--- src/rtl/token_fp_pkg.sv ---
// Shared types for the token-budget fixed-priority scheduler.
// FSM encoding and grant-index width helper.
package token_fp_pkg;

    typedef enum logic {
        IDLE  = 1'b0,
        GRANT = 1'b1
    } state_e;

    function automatic int id_width(input int n);
        return (n > 1) ? $clog2(n) : 1;
    endfunction

endpackage

--- src/rtl/token_fp_scheduler_budget_counter.sv ---
// Per-queue grant budget: reload on period wrap, decrement on grant.
// Reload dominates decrement; the count saturates at zero.
module budget_counter
    import token_fp_pkg::*;
#(
    parameter int WIDTH = 8
) (
    input  logic             clock,
    input  logic             reset,
    input  logic             reload_i,
    input  logic             decrement_i,
    input  logic [WIDTH-1:0] reload_value_i,
    output logic             zero_o
);

    logic [WIDTH-1:0] count_q;
    logic [WIDTH-1:0] count_d;
    logic             zero_q;

    always_comb begin
        count_d = count_q;
        if (reset || reload_i) begin
            count_d = reload_value_i;
        end else if (decrement_i && (count_q != '0)) begin
            count_d = count_q - WIDTH'(1);
        end
    end

    always_ff @(posedge clock) begin
        count_q <= count_d;
        zero_q  <= (count_d == '0);
    end

    assign zero_o = zero_q;

endmodule

--- src/rtl/token_fp_scheduler.sv ---
// Fixed-priority scheduler with per-queue grant budgets that are
// replenished every period; one grant per two cycles at most.
module token_fp_scheduler
    import token_fp_pkg::*;
#(
    parameter  int NUMBER_OF_QUEUES = 4,
    parameter  int PRIORITY_SIZE    = 4,
    parameter  int BUDGET_SIZE      = 8,
    parameter  int PERIOD_SIZE      = 16,
    localparam int IW               = id_width(NUMBER_OF_QUEUES)
) (
    input  logic                                    clock,
    input  logic                                    reset,
    input  logic [NUMBER_OF_QUEUES*PRIORITY_SIZE-1:0] priorities,
    input  logic [NUMBER_OF_QUEUES*BUDGET_SIZE-1:0] budgets,
    input  logic [PERIOD_SIZE-1:0]                  period,
    input  logic [NUMBER_OF_QUEUES-1:0]             empty,
    input  logic                                    grant_ready,
    output logic                                    grant_valid,
    output logic [IW-1:0]                           grant_id,
    output logic [NUMBER_OF_QUEUES-1:0]             dequeue,
    output logic [NUMBER_OF_QUEUES-1:0]             throttled
);

    localparam int N  = NUMBER_OF_QUEUES;
    localparam int PS = PRIORITY_SIZE;
    localparam int BS = BUDGET_SIZE;

    state_e                 state_q, state_d;
    logic [IW-1:0]          gid_q, gid_d;
    logic [PERIOD_SIZE-1:0] cnt_q, cnt_d;
    logic [PERIOD_SIZE-1:0] period_q;
    logic                   wrap;
    logic                   handshake;
    logic [N-1:0]           zero;
    logic [N-1:0]           eligible;
    logic                   found;
    logic [PS-1:0]          best_pri;
    logic [IW-1:0]          best_id;

    // Period is latched at each wrap so a new value only applies next period.
    assign wrap = (period_q <= PERIOD_SIZE'(1)) ||
                  (cnt_q >= period_q - PERIOD_SIZE'(1));
    assign cnt_d = wrap ? '0 : cnt_q + PERIOD_SIZE'(1);

    always_ff @(posedge clock) begin
        if (reset) begin
            cnt_q    <= '0;
            period_q <= period;
        end else begin
            cnt_q <= cnt_d;
            if (wrap) begin
                period_q <= period;
            end
        end
    end

    for (genvar i = 0; i < N; i++) begin : g_q
        budget_counter #(
            .WIDTH(BS)
        ) u_bc (
            .clock         (clock),
            .reset         (reset),
            .reload_i      (wrap),
            .decrement_i   (handshake && (gid_q == IW'(i))),
            .reload_value_i(budgets[i*BS +: BS]),
            .zero_o        (zero[i])
        );
    end

    assign eligible  = ~empty & ~zero;
    assign throttled = zero;

    // Strict greater-than keeps the lowest index on priority ties.
    always_comb begin
        found    = 1'b0;
        best_pri = '0;
        best_id  = '0;
        for (int i = 0; i < N; i++) begin
            if (eligible[i] &&
                (!found || (priorities[i*PS +: PS] > best_pri))) begin
                found    = 1'b1;
                best_pri = priorities[i*PS +: PS];
                best_id  = IW'(i);
            end
        end
    end

    always_comb begin
        state_d   = state_q;
        gid_d     = gid_q;
        handshake = 1'b0;
        unique case (state_q)
            IDLE: begin
                if (found) begin
                    gid_d   = best_id;
                    state_d = GRANT;
                end
            end
            GRANT: begin
                if (grant_ready && !reset) begin
                    handshake = 1'b1;
                    state_d   = IDLE;
                end
            end
            default: state_d = IDLE;
        endcase
    end

    always_ff @(posedge clock) begin
        if (reset) begin
            state_q <= IDLE;
            gid_q   <= '0;
        end else begin
            state_q <= state_d;
            gid_q   <= gid_d;
        end
    end

    assign grant_valid = (state_q == GRANT) && !reset;
    assign grant_id    = gid_q;

    always_comb begin
        dequeue = '0;
        for (int i = 0; i < N; i++) begin
            dequeue[i] = handshake && (gid_q == IW'(i));
        end
    end

endmodule

--- config.mk ---
export PLATFORM = sky130hd
export DESIGN_NAME = token_fp_scheduler
export DESIGN_NICKNAME = d
export VERILOG_FILES = /design/src/rtl/token_fp_pkg.sv /design/src/rtl/token_fp_scheduler_budget_counter.sv /design/src/rtl/token_fp_scheduler.sv
export SDC_FILE = /design/constraint.sdc
export NUM_CORES = 1
export LEC_CHECK = 0
export BUFFER_PORTS_ARGS = -buffer_cell sky130_fd_sc_hd__buf_2
export CAP_MARGIN = 20
export CORE_MARGIN = 2
export CORE_UTILIZATION = 35
export DETAILED_ROUTE_END_ITERATION = 16
export GPL_ROUTABILITY_DRIVEN = 0
export PLACE_DENSITY = 0.55
export SYNTH_ARGS = -nofsm -noshare
export SYNTH_HDL_FRONTEND = slang
export SYNTH_SLANG_ARGS = --single-unit
--- constraint.sdc ---
create_clock -name clock -period 7.6 [get_ports clock]
set_input_delay 1.9 -clock clock [delete_from_list [all_inputs] [get_ports clock]]
set_output_delay 1.9 -clock clock [all_outputs]
set_load 0.05 [all_outputs]
==> results.py, run 1 <==
metrics = {
    "grt": {
        "gr-total-overflow": 0,
        "grt_pass1_wl_um": 19870,
        "grt_max_degree": 60,
        "track_usage_pct": 16.25,
        "first_global_vias": 4235,
        "antenna_found_initial": 1,
    },
    "status": {
        "status": "finished, final reports clean",
    },
    "critical_path": {
        "cp_max_fo": 8,
        "required_ns": 7.79,
        "crit_type": "input port to flip-flop",
        "end_kind": "flip-flop",
        "startpoint_type": "input port",
        "crit_arrival_ns": 6.64,
        "reg2reg_depth": 22,
    },
    "clock_tree": {
        "cts_tree": "yes",
        "clk_latency_ns": 0.32,
        "root_buffer": "clkbuf_16",
        "post_cts_buffers": 0,
        "cts.sinks": 71,
        "postCtsHoldBufs": 0,
        "htree_levels": 3,
        "clk_pin_slew_ns": 0.06,
        "cts_resized": 0,
        "cts_max_path_buffers": 2,
        "numCtsBuffers": 9,
    },
    "synth": {
        "yosysMostFrequentCell": "nor2_1",
        "synthTopCellsByArea": "dfxtp_1 (22%), ha_1 (9.7%), edfxtp_1 (9.5%), mux2_4 (8.1%), xnor2_1 (5.6%)",
        "syn_inst": 537,
        "synth_top_area_share_pct": 21.87,
        "synth_commonest_cells": "nor2_1 (65), dfxtp_1 (55), ha_1 (39), inv_1 (33), xnor2_1 (32)",
        "async_flop_share_pct": 0,
        "ys_warn_count": 0,
        "yosysSeqAreaShare_pct": 31.41,
        "netlist_area_um2": 5035,
        "synthFlopType": "dfxtp_1",
        "syn_nets": 647,
        "ys_seq_elements": 71,
        "syn_avg_cell_area_um2": 9.376,
        "synth-edff-count": 16,
        "ys_types": 60,
        "synth_top_area_cell": "dfxtp_1",
    },
    "timing": {
        "rsz0062_at_grt": "false",
        "relSlewSlack_pct": 37.13,
        "period_needed_ns": 6.446,
        "tightest_slew_ns": 0.9303,
        "fmax_ghz": 0.1551,
        "timing.final.max_slew_violations": 0,
        "fin_crit_sh_pct": 84.82,
        "setup_tns_ns": 0,
        "hold_viol": 0,
        "fin_worst_skew_ns": 0.007507,
        "setup_viol_count_final": 0,
    },
    "die": {
        "num_rows": 43,
        "die_h_um": 123.9,
        "num_io_pins": 82,
        "dieArea_um2": 15360,
        "initial_utilization_pct": 35.99,
        "core_um2": 13990,
        "die_x_um": 123.9,
    },
    "power": {
        "power_leakage_nw": 2.471,
        "powerDensity_nw_per_um2": 190.7,
        "vdd_ir_drop_max_uv": 108.7,
    },
    "cells_and_area": {
        "stdcell_area_um2": 5831,
        "final_nets": 719,
        "n_fill_cell": 1389,
        "regArea_um2": 1582,
        "multi_input_area_um2": 3156,
        "synthToLayoutAreaGrowth_pct": 15.81,
        "final_cells": 795,
        "layout-drive-gt1-share_pct": 23.62,
    },
    "drt": {
        "antenna_left": 0,
        "totalWireLength_um": 11800,
        "vias": 4153,
        "route.detailed.drc": 0,
        "via_per_inst": 5.224,
        "wl_per_cell_um": 14.85,
        "drt-initial-drc-count": 178,
        "drt_pre_antenna_iters": 4,
    },
    "flow_run": {
        "maxCapViolCount": 0,
    },
    "place": {
        "placed_cell_area_um2": 5499,
        "port-buffer-count": 81,
        "dp_cells": 778,
        "dp_hpwl_um": 9053,
    },
    "hold_path": {
        "hold_class": "flip-flop to flip-flop",
        "whs_path_depth": 1,
    },
}
[cell families (layout without fill, tap and decap cells)]
family                     count (synthesis)  count (layout)  synth area share (%)
and+or+nand+nor                          209             209                 22.37
adders and majority gates                 39              39                 9.692
muxes                                     45              45                 11.93
other                                      0               1                     0
AOI/OAI and AO/OA                         71              71                 10.34
DFF                                       71              71                 31.41
buffers and inverters                     54             131                 5.914
xor gates and xnor gates                  48              48                 8.350
[routing by layer]
| metal | wire [um] | vias up | global-route usage, % | part of all wire (%) |
|---|---|---|---|---|
| met5 | 0 | - | 0 | 0 |
| met2 | 5735 | 86 | 28.91 | 49 |
| met4 | 136 | 0 | 3.652 | 1.2 |
| met1 | 5401 | 1959 | 19.85 | 46 |
| li1 | - | 2093 | - | - |
| met3 | 531 | 15 | 3.846 | 4.5 |
[sequential cells by signal, indices dropped and copies added (netlist names)]
| signal | cells |
|---|---|
| g_q.u_bc.count_q | 32 |
| grant_id | 2 |
| state_q | 1 |
| g_q.u_bc.zero_o | 4 |
| cnt_q | 16 |
| period_q | 16 |
[per-stage QoR]
step                setup slack [ns]  hold WS (ns)  util, %  power (mW)
floorplan                      1.470        0.4256        -      0.6055
global placement               1.038        0.4456    39.31      0.6565
detailed placement            0.8998        0.4566    39.31      0.6651
CTS                            1.243        0.4709    41.66       1.125
global route                  0.8070        0.4969    41.66       1.169
finish                         1.154        0.4699    41.68       1.112
[worst max-delay path: stages]
cell,delay [ns]
buf_2,0.11
nor2_1,0.36
nand2_1,0.12
ha_1,0.29
nor2b_1,0.13
o21a_1,0.16
o21ai_0,0.23
a31oi_1,0.23
a32oi_1,0.30
ha_1,0.29
nor2b_1,0.13
o21a_1,0.16
o21a_1,0.16
o21ai_0,0.23
a211o_1,0.27
mux2_2,0.36
ha_1,0.28
nor2b_1,0.13
o21a_1,0.16
o21ai_0,0.14
nand2b_1,0.07
a311oi_1,0.32
a211oi_1,0.13
[power by group]
part           internal (mW)  switching (mW)
registers              0.414          0.0391
clock network          0.295           0.158
logic                  0.102           0.103
total                  0.812           0.300
[final cells by class]
class	count	share of cell area, %
Antenna cell	1	0.04292
Multi-Input combinational cell	412	54.12
Clock inverter	3	0.7940
Tap cell	180	3.863
Inverter	33	2.124
Sequential cell	71	27.12
Clock buffer	13	4.850
Timing Repair Buffer	82	7.082
[cells in the final DEF, fill, tap and decap left out, types with 16 or more instances in the layout]
cell       n
buf_2     81
nor2_1    65
dfxtp_1   55
ha_1      39
inv_1     33
xnor2_1   32
nand2_1   28
mux2_4    27
nor3_1    18
xor2_1    16
edfxtp_1  16
[final timing paths]
check | startpoint | end | slack [ns]
setup / recovery | empty[0] | grant_id[1] | 1.15
hold / removal | cnt_q[0] | cnt_q[0] | 0.47
setup reg to reg | g_q[0].u_bc.zero_o | grant_id[1] | 2.50
hold reg to reg | cnt_q[0] | cnt_q[0] | 0.47
(Power assumes the default switching activity.)
==> inputs of run 2 (changes only) <==
==> constraint.sdc (replaced) <==
create_clock -name clock -period 6 [get_ports clock]
set_input_delay 1.5 -clock clock [delete_from_list [all_inputs] [get_ports clock]]
set_output_delay 1.5 -clock clock [all_outputs]
set_load 0.05 [all_outputs]
==> run 2 against run 1 <==
- worst setup slack got worse by 0.78 ns
- critical path depth did not move
- power rose by 26%
- via count barely moved
- final area rose by 0.36%
- count of clock-buffer cells in the layout fell by 2
- register-to-register slack got worse by 1.2 ns
- die area did not move
- utilization rose by 0.15 points
- critical endpoint unchanged
- largest cell class unchanged
==> results.py, run 2 (synthesized netlist as in run 1, its figures left out) <==
metrics = {
    "critical_path": {
        "crit_type": "input port to flip-flop",
        "end_kind": "flip-flop",
        "required_ns": 6.22,
        "startpoint_type": "input port",
        "cp_max_fo": 3,
        "crit_arrival_ns": 5.84,
    },
    "timing": {
        "setup_tns_ns": 0,
        "rsz0062_at_grt": "false",
        "relSlewSlack_pct": 30.54,
        "fin_worst_skew_ns": 0.006999,
        "fin_crit_sh_pct": 93.69,
        "setup_viol_count_final": 0,
        "worst_hold_slack_ns": 0.4549,
        "period_needed_ns": 5.622,
        "fmax_ghz": 0.1779,
        "tightest_slew_ns": 1.041,
        "timing.final.max_slew_violations": 0,
        "hold_viol": 0,
    },
    "drt": {
        "vias": 4154,
        "drt-initial-drc-count": 183,
        "totalWireLength_um": 11880,
        "via_per_inst": 5.206,
        "drt_pre_antenna_iters": 4,
        "wl_per_cell_um": 14.89,
        "route.detailed.drc": 0,
        "antenna_left": 0,
    },
    "flow_run": {
        "maxCapViolCount": 0,
    },
    "die": {
        "num_io_pins": 82,
        "num_rows": 43,
        "die_x_um": 123.9,
        "initial_utilization_pct": 35.99,
        "dieArea_um2": 15360,
        "die_h_um": 123.9,
        "core_um2": 13990,
    },
    "cells_and_area": {
        "layout-drive-gt1-share_pct": 24.15,
        "top_register": "g_q.u_bc.count_q",
        "final_common_cell": "buf_2",
        "top_regs": "g_q.u_bc.count_q x32, cnt_q x16, period_q x16",
        "largest_reg_flops": 32,
        "stdcell_area_um2": 5852,
        "final_cells": 798,
        "final_nets": 722,
        "synthToLayoutAreaGrowth_pct": 16.23,
        "final_cell_mix": "buf_2 (81), nor2_1 (65), dfxtp_1 (55), ha_1 (39), inv_1 (33)",
    },
    "clock_tree": {
        "clk_pin_slew_ns": 0.06,
        "numCtsBuffers": 9,
        "htree_levels": 3,
        "root_buffer": "clkbuf_16",
        "cts_max_path_buffers": 2,
        "cts_tree": "yes",
        "cts.sinks": 71,
        "postCtsHoldBufs": 0,
        "clk_latency_ns": 0.35,
    },
    "status": {
        "status": "finished, final reports clean",
    },
    "place": {
        "port-buffer-count": 81,
        "dp_hpwl_um": 9273,
        "placed_cell_area_um2": 5527,
        "dp_cells": 780,
    },
    "grt": {
        "grt_pass1_wl_um": 19570,
        "gr-total-overflow": 0,
        "grtUsageMet3_pct": 4.670,
        "grt_max_degree": 39,
        "grt.busiest_layer": "met2",
        "gr-usage-met2_pct": 28.19,
        "antenna_found_initial": 1,
        "grtUsageMet1_pct": 19.58,
        "first_global_vias": 4128,
        "track_usage_pct": 16.40,
    },
    "power": {
        "power_leakage_nw": 2.485,
        "powerDensity_nw_per_um2": 240.1,
        "vdd_ir_drop_max_uv": 168.1,
    },
    "hold_path": {
        "hold_class": "flip-flop to flip-flop",
    },
}
## run 2: where the power goes
group / switching [mW] / internal, mW / total [mW]
sequential: 0.0493 / 0.525 / 0.574
combinational: 0.131 / 0.133 / 0.264
clock: 0.216 / 0.350 / 0.567
## run 2: metal layers
layer  wire (um)  share of wire [%]
met3         544                4.6
met1        5319                 45
met5           0                  0
met2        5818                 49
met4         196                1.6
## run 2: path summary, 6_finish.rpt
path / start / end / slack (ns) / cells after the start
worst max-delay path: empty[0] / grant_id[1] / 0.38 / 23
worst min-delay path: cnt_q[0] / cnt_q[0] / 0.45 / 1
worst max register to register: g_q[0].u_bc.zero_o / grant_id[1] / 1.31 / 22
worst min register to register: cnt_q[0] / cnt_q[0] / 0.45 / 1
## run 2: cell type report
type                            instances  area (um^2)
Antenna cell                            1        2.502
Tap cell                              180        225.2
Sequential cell                        71         1582
Inverter                               33        123.9
Timing Repair Buffer                   85        447.9
Clock inverter                          5        61.31
Multi-Input combinational cell        412         3156
Fill cell                            1360         8137
Clock buffer                           11        254.0
## run 2: critical path: stages
cell and delay [ns]:
buf_2 0.12, nor2_1 0.18, nand2_1 0.08, ha_1 0.29, nor2b_1 0.14, o21a_1 0.16
o21ai_1 0.20, a31oi_1 0.14, a32oi_1 0.26, ha_1 0.31, nor2b_1 0.14, o21a_1 0.16
o21a_1 0.16, o21ai_0 0.22, a211o_1 0.21, mux2_2 0.34, ha_1 0.28, nor2b_1 0.13
o21a_1 0.15, o21ai_0 0.14, nand2b_1 0.07, a311oi_1 0.33, a211oi_1 0.12
## run 2: stage by stage
stage / total power, mW / setup WS [ns] / utilization [%]
after floorplan: 0.7670 / 0.2698 / -
after global placement: 0.8340 / 0.1229 / 39.51
after detailed placement: 0.8453 / -0.07246 / 39.51
after CTS: 1.424 / 0.2997 / 41.76
after global routing: 1.485 / 0.04173 / 41.82
final: 1.405 / 0.3784 / 41.83
## run 2: what timing repair did
item	in CTS	in global routing
gates resized for setup	0	1
endpoints found under the setup margin	0	2
setup buffers	0	1
==> inputs of run 3 (changes only) <==
--- a/config.mk
+++ b/config.mk
@@ -11,7 +11,7 @@
 export CORE_UTILIZATION = 35
 export DETAILED_ROUTE_END_ITERATION = 16
 export GPL_ROUTABILITY_DRIVEN = 0
-export PLACE_DENSITY = 0.55
+export PLACE_DENSITY = 0.56
 export SYNTH_ARGS = -nofsm -noshare
 export SYNTH_HDL_FRONTEND = slang
 export SYNTH_SLANG_ARGS = --single-unit
==> run 3 against run 2 <==
- worst hold slack better by 0.029 ns
- via count down 0.77%
- sequential power about the same
- die area unchanged
- highest routed layer unchanged
- critical path type unchanged
- clock power up 2%
- critical endpoint unchanged
- power up 0.24%
- utilization down 0.17 points
==> results.py, run 3 (synthesized netlist as in run 1, its figures left out) <==
metrics = {
    "status": {
        "status": "finished, final reports clean",
    },
    "critical_path": {
        "end_kind": "flip-flop",
        "r2r_setup_slack_ns": 1.20,
        "crit_type": "input port to flip-flop",
        "crit_arrival_ns": 5.91,
        "crit_slowest_cell": "mux2_2",
        "required_ns": 6.22,
        "startpoint_type": "input port",
        "reg2reg_depth": 23,
        "cp_slowest_stage_delay_ns": 0.36,
        "reg2reg_from": "g_q[0].u_bc.zero_o",
        "cp_max_fo": 7,
        "crit_top_cell": "o21a_1",
        "crit_buf_inv": 2,
        "r2r-end": "grant_id[1]",
        "path_cells": "buf_2 -> nor2_1 -> buf_4 -> and2_1 -> ha_1 -> nor2b_1 -> o21a_1 -> o21ai_0 -> a31oi_1 -> a32oi_1 -> ha_1 -> nor2b_1 -> o21a_1 -> o21a_1 -> o21ai_0 -> a211o_1 -> mux2_2 -> ha_1 -> nor2b_1 -> o21a_1 -> o21ai_0 -> nand2b_1 -> a311oi_1 -> a211oi_1",
        "cp_top_family": "compound AO/OA/AOI/OAI gates",
    },
    "drt": {
        "route.detailed.drc": 0,
        "drt-initial-drc-count": 207,
        "vias": 4122,
        "via_per_inst": 5.178,
        "antenna_left": 0,
        "drt_pre_antenna_iters": 4,
        "wl_per_cell_um": 14.53,
        "totalWireLength_um": 11570,
    },
    "clock_tree": {
        "cts_tree": "yes",
        "postCtsHoldBufs": 0,
        "root_buffer": "clkbuf_16",
        "cts_resized": 0,
        "cts.sinks": 71,
        "post_cts_buffers": 0,
        "numCtsBuffers": 9,
        "clk_pin_slew_ns": 0.06,
        "cts_max_path_buffers": 2,
        "clk_latency_ns": 0.35,
        "htree_levels": 3,
    },
    "timing": {
        "setup_viol_count_final": 0,
        "tightest_slew_ns": 0.9001,
        "fin_crit_sh_pct": 94.86,
        "fin_worst_skew_ns": 0.006072,
        "timing.final.max_slew_violations": 0,
        "rsz0062_at_grt": "false",
        "hold_viol": 0,
        "setup_tns_ns": 0,
        "fmax_ghz": 0.1757,
        "period_needed_ns": 5.692,
        "relSlewSlack_pct": 39.17,
    },
    "die": {
        "num_rows": 43,
        "initial_utilization_pct": 35.99,
        "dieArea_um2": 15360,
        "die_x_um": 123.9,
        "core_um2": 13990,
        "num_io_pins": 82,
        "die_h_um": 123.9,
    },
    "hold_path": {
        "hold_class": "flip-flop to flip-flop",
        "hp-start": "cnt_q[0]",
        "whs_path_depth": 1,
        "hold_end": "cnt_q[0]",
    },
    "place": {
        "dp_cells": 780,
        "dp_hpwl_um": 8946,
        "port-buffer-count": 81,
    },
    "grt": {
        "track_usage_pct": 15.60,
        "grt_max_degree": 56,
        "antenna_found_initial": 0,
        "grt_pass1_wl_um": 18610,
        "gr-total-overflow": 0,
        "first_global_vias": 4001,
    },
    "cells_and_area": {
        "layout-drive-gt1-share_pct": 24.03,
        "largest_reg_flops": 32,
        "final_cells": 796,
        "top_regs": "g_q.u_bc.count_q x32, cnt_q x16, period_q x16",
        "final_cell_mix": "buf_2 (81), nor2_1 (65), dfxtp_1 (55), ha_1 (39), inv_1 (33)",
        "antennaDiodeCount": 0,
        "final_core_util_pct": 41.66,
        "top_register": "g_q.u_bc.count_q",
        "final_common_cell": "buf_2",
        "final_nets": 721,
        "synthToLayoutAreaGrowth_pct": 15.76,
    },
    "power": {
        "power_leakage_nw": 2.473,
        "total_power_mw": 1.408,
        "vdd_ir_drop_max_uv": 138.5,
        "powerDensity_nw_per_um2": 241.6,
    },
    "flow_run": {
        "maxCapViolCount": 0,
    },
}
[run 3: through the flow]
step                      setup slack [ns]  cell area [um^2]  hold WS, ns
after floorplan                     0.2698              5035       0.4256
after global placement              0.1634              5514       0.4471
after detailed placement          -0.03177              5514       0.4550
after CTS                           0.3559              5828       0.4887
after global routing               0.05415              5828       0.5269
final                               0.3082              5828       0.4836
[run 3: worst max-delay path by stage]
stage                         from     endpoint  slack [ns]  depth (start not counted)
final                     empty[0]  grant_id[1]        0.31                         24
after global routing      empty[0]  grant_id[1]        0.05                         24
after CTS                 empty[0]  grant_id[1]        0.36                         24
after detailed placement  empty[0]  grant_id[1]       -0.03                         24
after global placement    empty[0]  grant_id[0]        0.16                         23
after floorplan           empty[0]  grant_id[0]        0.27                         22
[run 3: area by class of cell]
| cell class | instances | area, um^2 |
|---|---|---|
| clock buffers | 10 | 229.0 |
| clock inverters | 6 | 85.08 |
| fillers | 1371 | 8160 |
| inverters | 33 | 123.9 |
| multi-input cells | 412 | 3156 |
| flip-flops and latches | 71 | 1582 |
| well taps | 180 | 225.2 |
| repair buffers | 84 | 427.9 |
[run 3: layer usage]
layer	GRT usage [%]	wire length [um]	vias to the layer above
li1	-	-	2099
met1	18.94	5368	1927
met2	26.06	5453	76
met3	3.846	486	20
met4	7.022	261	0
met5	0	0	-
[run 3: power by group]
part	internal (mW)	switching, mW
clock	0.362	0.213
sequential	0.525	0.0488
combinational	0.130	0.129
